--- src/rtl/instr_packer.sv ---
`default_nettype none
// ============================================================================
// Module      : instr_packer
// Description : Packs a stream of mixed 16-bit (compressed) and 32-bit
//               instructions into aligned 32-bit words with byte addresses.
//               Straddling instructions are split across consecutive words.
// Revision    : 1.0 - initial release
// ============================================================================
module instr_packer #(
  parameter logic [31:0] RESET_ADDR = 32'h0000_0000
) (
  input  logic        clk_i,
  input  logic        rst_i,
  input  logic        flush_i,
  input  logic [31:0] base_addr_i,
  input  logic        in_valid_i,
  output logic        in_ready_o,
  input  logic [31:0] in_instr_i,
  input  logic        drain_i,
  output logic        out_valid_o,
  input  logic        out_ready_i,
  output logic [31:0] out_data_o,
  output logic [31:0] out_addr_o,
  output logic        idle_o
);

  // Upper half used when a pending halfword is padded out by a drain (C.NOP).
  localparam logic [15:0] C_CNOP = 16'h0001;

  logic        r_half;
  logic [15:0] r_half_data;
  logic        r_out_valid;
  logic [31:0] r_out_data;
  logic [31:0] r_out_addr;
  logic [31:0] r_addr;

  logic        w_out_free;
  logic        w_accept;
  logic        w_compressed;
  logic        w_drain_go;
  logic        w_load;
  logic [31:0] w_load_data;
  logic        w_half_nxt;
  logic [15:0] w_half_data_nxt;

  // The output slot can take a new word when empty or being emptied this cycle.
  assign w_out_free   = !r_out_valid || out_ready_i;
  assign in_ready_o   = !drain_i && !flush_i && w_out_free;
  assign w_accept     = in_valid_i && in_ready_o;
  assign w_compressed = (in_instr_i[1:0] != 2'b11);
  // Drain pads only when something is pending; a flush in the same cycle wins.
  assign w_drain_go   = drain_i && !flush_i && r_half && w_out_free;

  assign out_valid_o  = r_out_valid;
  assign out_data_o   = r_out_data;
  assign out_addr_o   = r_out_addr;
  assign idle_o       = !r_half && !r_out_valid;

  // Decide what (if anything) goes into the output word and the new halfword state.
  always_comb begin
    w_load          = 1'b0;
    w_load_data     = 32'h0;
    w_half_nxt      = r_half;
    w_half_data_nxt = r_half_data;
    if (w_accept) begin
      if (!r_half) begin
        if (w_compressed) begin
          w_half_nxt      = 1'b1;
          w_half_data_nxt = in_instr_i[15:0];
        end else begin
          w_load      = 1'b1;
          w_load_data = in_instr_i;
        end
      end else begin
        w_load      = 1'b1;
        w_load_data = {in_instr_i[15:0], r_half_data};
        if (w_compressed) begin
          w_half_nxt = 1'b0;
        end else begin
          // Upper half of a straddling 32-bit instruction starts the next word.
          w_half_nxt      = 1'b1;
          w_half_data_nxt = in_instr_i[31:16];
        end
      end
    end else if (w_drain_go) begin
      w_load      = 1'b1;
      w_load_data = {C_CNOP, r_half_data};
      w_half_nxt  = 1'b0;
    end
  end

  // Pending-halfword, output register and address counter; flush overrides all.
  always_ff @(posedge clk_i or negedge rst_i) begin
    if (!rst_i) begin
      r_half      <= 1'b0;
      r_half_data <= 16'h0;
      r_out_valid <= 1'b0;
      r_out_data  <= 32'h0;
      r_out_addr  <= 32'h0;
      r_addr      <= RESET_ADDR;
    end else if (flush_i) begin
      r_half      <= 1'b0;
      r_out_valid <= 1'b0;
      r_addr      <= base_addr_i;
    end else begin
      r_half      <= w_half_nxt;
      r_half_data <= w_half_data_nxt;
      if (w_load) begin
        r_out_valid <= 1'b1;
        r_out_data  <= w_load_data;
        r_out_addr  <= r_addr;
        r_addr      <= r_addr + 32'd4;
      end else if (out_ready_i) begin
        r_out_valid <= 1'b0;
      end
    end
  end

endmodule
`default_nettype wire

--- config.mk ---
export PLATFORM = sky130hd
export DESIGN_NAME = instr_packer
export DESIGN_NICKNAME = d
export VERILOG_FILES = /design/src/rtl/instr_packer.sv
export SDC_FILE = /design/constraint.sdc
export NUM_CORES = 1
export LEC_CHECK = 0
export ABC_CLOCK_PERIOD_IN_PS = 4200
export BUFFER_PORTS_ARGS = -buffer_cell sky130_fd_sc_hd__buf_2
export CAP_MARGIN = 20
export CORE_MARGIN = 4
export CORE_UTILIZATION = 55
export CTS_CLUSTER_DIAMETER = 30
export CTS_CLUSTER_SIZE = 14
export DETAILED_ROUTE_END_ITERATION = 8
export MAX_ROUTING_LAYER = met4
export PLACE_DENSITY = 0.91
export SKIP_CTS_REPAIR_TIMING = 1
export SLEW_MARGIN = 20
export SYNTH_ARGS = -nofsm -noshare
export SYNTH_HDL_FRONTEND = slang
export SYNTH_SLANG_ARGS = --single-unit
--- constraint.sdc ---
create_clock -name clk_i -period 4.2 [get_ports clk_i]
set_input_delay 0.21 -clock clk_i [delete_from_list [all_inputs] [get_ports clk_i]]
set_output_delay 0.21 -clock clk_i [all_outputs]
set_load 0.05 [all_outputs]
# == After elaboration in Yosys (flattened, before gate mapping) ==
# Cells that the tools add are included.
# word_totals
regBits,114
in_bits,70
out_inout_bits,67
word_cells,49
# op_classes
n_addsub,1
n_eq_ne,2
mux,21
bitwise,1
reduce_logical,18
# op_table
op,count
32-bit two-way mux,5
16-bit two-way mux,3
32-bit by 3-bit adder with 32-bit output (second input constant),1
17-bit two-way mux,1
1-bit two-way mux,12
1-bit logical AND,7
3-bit nonzero test,2
1-bit zero test,4
2-bit inequality test (second input constant),2
4-bit AND reduction,1
2-bit nonzero test,2
2-bit AND reduction,1
1-bit logical OR,1
1-bit NOT,1

# == Logic depth before layout (Yosys ltp) ==
# logic_depth
ltp_word,8
ltp_mapped,10

# == Least setup slack after synthesis ==
# No wires, ideal clock.
# synth_path
kind,register -> output
from,register r_out_valid (netlist: out_valid_o)
to,output in_ready_o
t_arrival_ns,1.886
t_required_ns,3.990
slack_ns,2.104
path_stages_with_launch,3
n_path_buf,0
cell_sequence,dfrtp_1 -> and2b_4 -> nor3_1
# synth_between
elab_chain_len,3
# synth_rtl
item,line_no,rtl
from (decl),32,logic r_out_valid;
from (signal assigned),97,r_out_valid <= 1'b0;
from (signal assigned),103,r_out_valid <= 1'b0;
from (signal assigned),109,r_out_valid <= 1'b1;
1-bit zero test,47,assign w_out_free = !r_out_valid || out_ready_i;
1-bit logical OR,47,
1-bit logical AND,48,assign in_ready_o = !drain_i && !flush_i && w_out_free;
to (decl),17,"output logic in_ready_o,"
# Every way passes these cells.

# == Final worst setup path ==
# layout_path
from,register r_half
to,register r_addr[3]
# layout_between
elab_chain_len,5
# layout_rtl
item,line_no,rtl
from (decl),30,logic r_half;
from (signal assigned),106,r_half <= w_half_nxt;
1-bit logical AND (2 in a row),52,assign w_drain_go = drain_i && !flush_i && r_half && w_out_free;
1-bit two-way mux,85,end else if (w_drain_go) begin
1-bit two-way mux *,65,if (w_accept) begin
2-bit nonzero test (no line) *,-,
to (signal assigned),104,r_addr <= base_addr_i;
to (signal assigned),112,r_addr <= r_addr + 32'd4;
to (decl),35,logic [31:0] r_addr;
# Every way passes the cells marked *; elsewhere a longest branch is shown, timed or not.
# A chain may end at the register's enable or synchronous reset.

==> run metrics <==
Seq/Total Area, Yosys=between 50% and 60%; starting density of the core=a little under three fifths; Initial DRC Count=354; TritonCTS buffer count=17; Synth Flop Type=dfrtp_1; Max Freq=around 350 MHz; maximum fanout along the worst path=48; number of synthesized flops with an enable pin=0; pre-CTS setup slack=1.43 ns; yosys warns=0; Diodes inserted=0; gp weighted congestion=0.880; asr flop ratio synth=100%; Period Utilization, post-route=a little under 70%; Avg Inst Size Synth=9.46 um^2; Synth area leader=dfrtp_1; # H-tree levels=4; total of max-cap violations=0; Slew Viols, Final=0; die area=approximately 12000 um^2; Gate Count Post-Synth=586; Max clock buf depth=2; post-synthesis cell area=between 5000 and 6000 um^2; via count=5249; CTS tree=built; Period minus WS final=around 2.8 ns; Max-slew headroom=29.8%; RSZ-0062 raised after global routing=no; WL per Instance=between 15 and 20 um; initial antenna violation count=0; endpoints failing setup=0; latest clock arrival within the worst-skew pair=0.52 ns; Fin. Hold Viols=9; Die Span X=108 um; CTS root buffer=clkbuf_8; Residual DRC=0; vias in the first global route=roughly 5100; TNS Setup=0 ns; CORE AREA=9770 um^2; Startpoint Class=register; Fillers=709; required time worst endpoint=4.58 ns; Post-DP HPWL=10200 um; Site Rows=36; synth unique cells=55; die height=108 um; Hold Path Class=in -> reg; Peak VDD IR=about 0.00037 V; Area Overhead vs Synth=28.2%; first-pass GRT wire length=24500 um; Worst-path clk slew=0.06 ns; fraction of layout cells with a size suffix above 1=26.2%; Sink Count=114; Layout Nets=812; final worst setup slack=1.36 ns; largest net degree at the start of global routing=80; Lkg Pwr=3.43 nW; failing checks=hold timing; Worst-Margin Slew=1.05 ns; status=finished, violations left; DR pass1 iterations=8; Tot GR Track Use=27.2%; number of synthesized register bits=114; vias per cell=between 5 and 6; WHS=-0.0279 ns; total gr overflow=0; Port Buf Inserts=136; clock skew=0.0127 ns; Syn Nets=660; post-route ant nets=0; critical path class=reg -> reg; post-synth top area share=51.5%; Critical Path AT=3.22 ns; Crit. End Element=register; Power Dens Cells=564 nW/um^2; synth top area cells=dfrtp_1, nand2_1, o21ai_0; total wire length=15700 um; I/O Pins=137
-- power by group --
group | switching (W) | leakage, nW | internal (W)
clock network | 0.000551 | 0.267 | 0.000847
registers | 0.000153 | 1.43 | 0.00132
logic | 0.000864 | 1.74 | 0.000274
total | 0.00157 | 3.43 | 0.00244
-- registers in the layout, summed over array words and instances (netlist names) --
name	cells
out_addr_o	32
out_data_o	32
r_addr	32
r_half_data	16
out_valid_o	1
r_half	1
-- cells in the final DEF, fill, tap and decap left out, types with 14 or more instances in the layout --
cell	netlist	final
nand2_1	147	146
nor2_1	43	42
a221oi_1	14	14
mux2i_1	20	20
clkbuf_16	0	16
dlygate4sd3_1	0	27
o21ai_0	56	56
nand3_1	20	20
buf_2	16	135
a22oi_1	16	16
dfrtp_1	114	114
-- stage by stage --
stage / hold WS (ns) / power (W) / std cells / utilization [%] / area (um^2)
2_1_floorplan: -0.0856 / 0.00228 / 586 / - / 5540
3_3_place_gp: 0.417 / 0.00257 / 824 / 64.0 / 6250
3_5_place_dp: 0.425 / 0.00260 / 824 / 64.0 / 6250
4_1_cts: -0.107 / 0.00399 / 856 / 69.8 / 6830
5_1_grt: 0.000277 / 0.00416 / 884 / 72.7 / 7110
6_report: -0.0279 / 0.00401 / 884 / 72.7 / 7110
-- cell families (layout without fill, tap and decap cells) --
kind of cell | after synthesis | count (layout) | share of synthesized area (%)
XOR/XNOR | 10 | 10 | 1.58
flip-flops | 114 | 114 | 51.5
AO/OA/AOI/OAI | 137 | 137 | 16.5
AND/OR/NAND/NOR | 250 | 250 | 20.9
multiplexers | 24 | 24 | 4.42
buffers and inverters | 47 | 212 | 4.22
adder cells (fa/ha/maj) | 4 | 4 | 0.903
-- worst max-delay path: stages, from the launching register on --
cell	delay, ns
dfrtp_1	0.35
buf_4	0.43
nand2_1	0.18
or3_1	0.54
nand2_2	0.82
mux2i_1	0.27
o21ai_0	0.10
-- per-layer routing --
layer / GRT usage [%] / up-vias / part of all wire (%)
met4: 8.93 / 0 / 1.6
met5: - / - / 0
met1: 33.8 / 2558 / 39
met2: 44.6 / 286 / 50
li1: - / 2376 / -
met3: 5.79 / 29 / 9.2
-- Yosys cell counts, drive strengths merged, types with 7 or more instances --
| cell type | n |
|---|---|
| nand2 | 147 |
| dfrtp | 114 |
| o21ai | 59 |
| nor2 | 43 |
| buf | 23 |
| mux2i | 20 |
| nand3 | 20 |
| a22oi | 16 |
| a221oi | 14 |
| clkbuf | 14 |
| o211ai | 11 |
| inv | 10 |
| a21oi | 9 |
| o2111ai | 8 |
| and3 | 7 |
| nand4 | 7 |
-- area by class of cell --
type,count,area (um^2),share of cell area [%]
clock buffer,17,414,5.83
clock inverter,15,160,2.25
inverter,10,37.5,0.528
multi-input combinational,425,2470,34.7
sequential,114,2850,40.1
tap,133,166,2.34
timing repair buffer,170,1010,14.2
-- worst paths after layout --
path / start / endpoint / slack, ns / depth (start not counted)
hold reg to reg: out_addr_o[15] / out_addr_o[15] / 0.46 / 2
max in group asynchronous: rst_i / r_half_data[1] / 2.75 / 3
setup / recovery: r_half / r_addr[3] / 1.36 / 6
hold / removal: in_instr_i[1] / out_data_o[17] / -0.03 / 3
min in group asynchronous: rst_i / out_addr_o[5] / 0.39 / 2
setup reg to reg: r_half / r_addr[3] / 1.36 / 6
No activity file was read; power rests on OpenSTA's default activity.
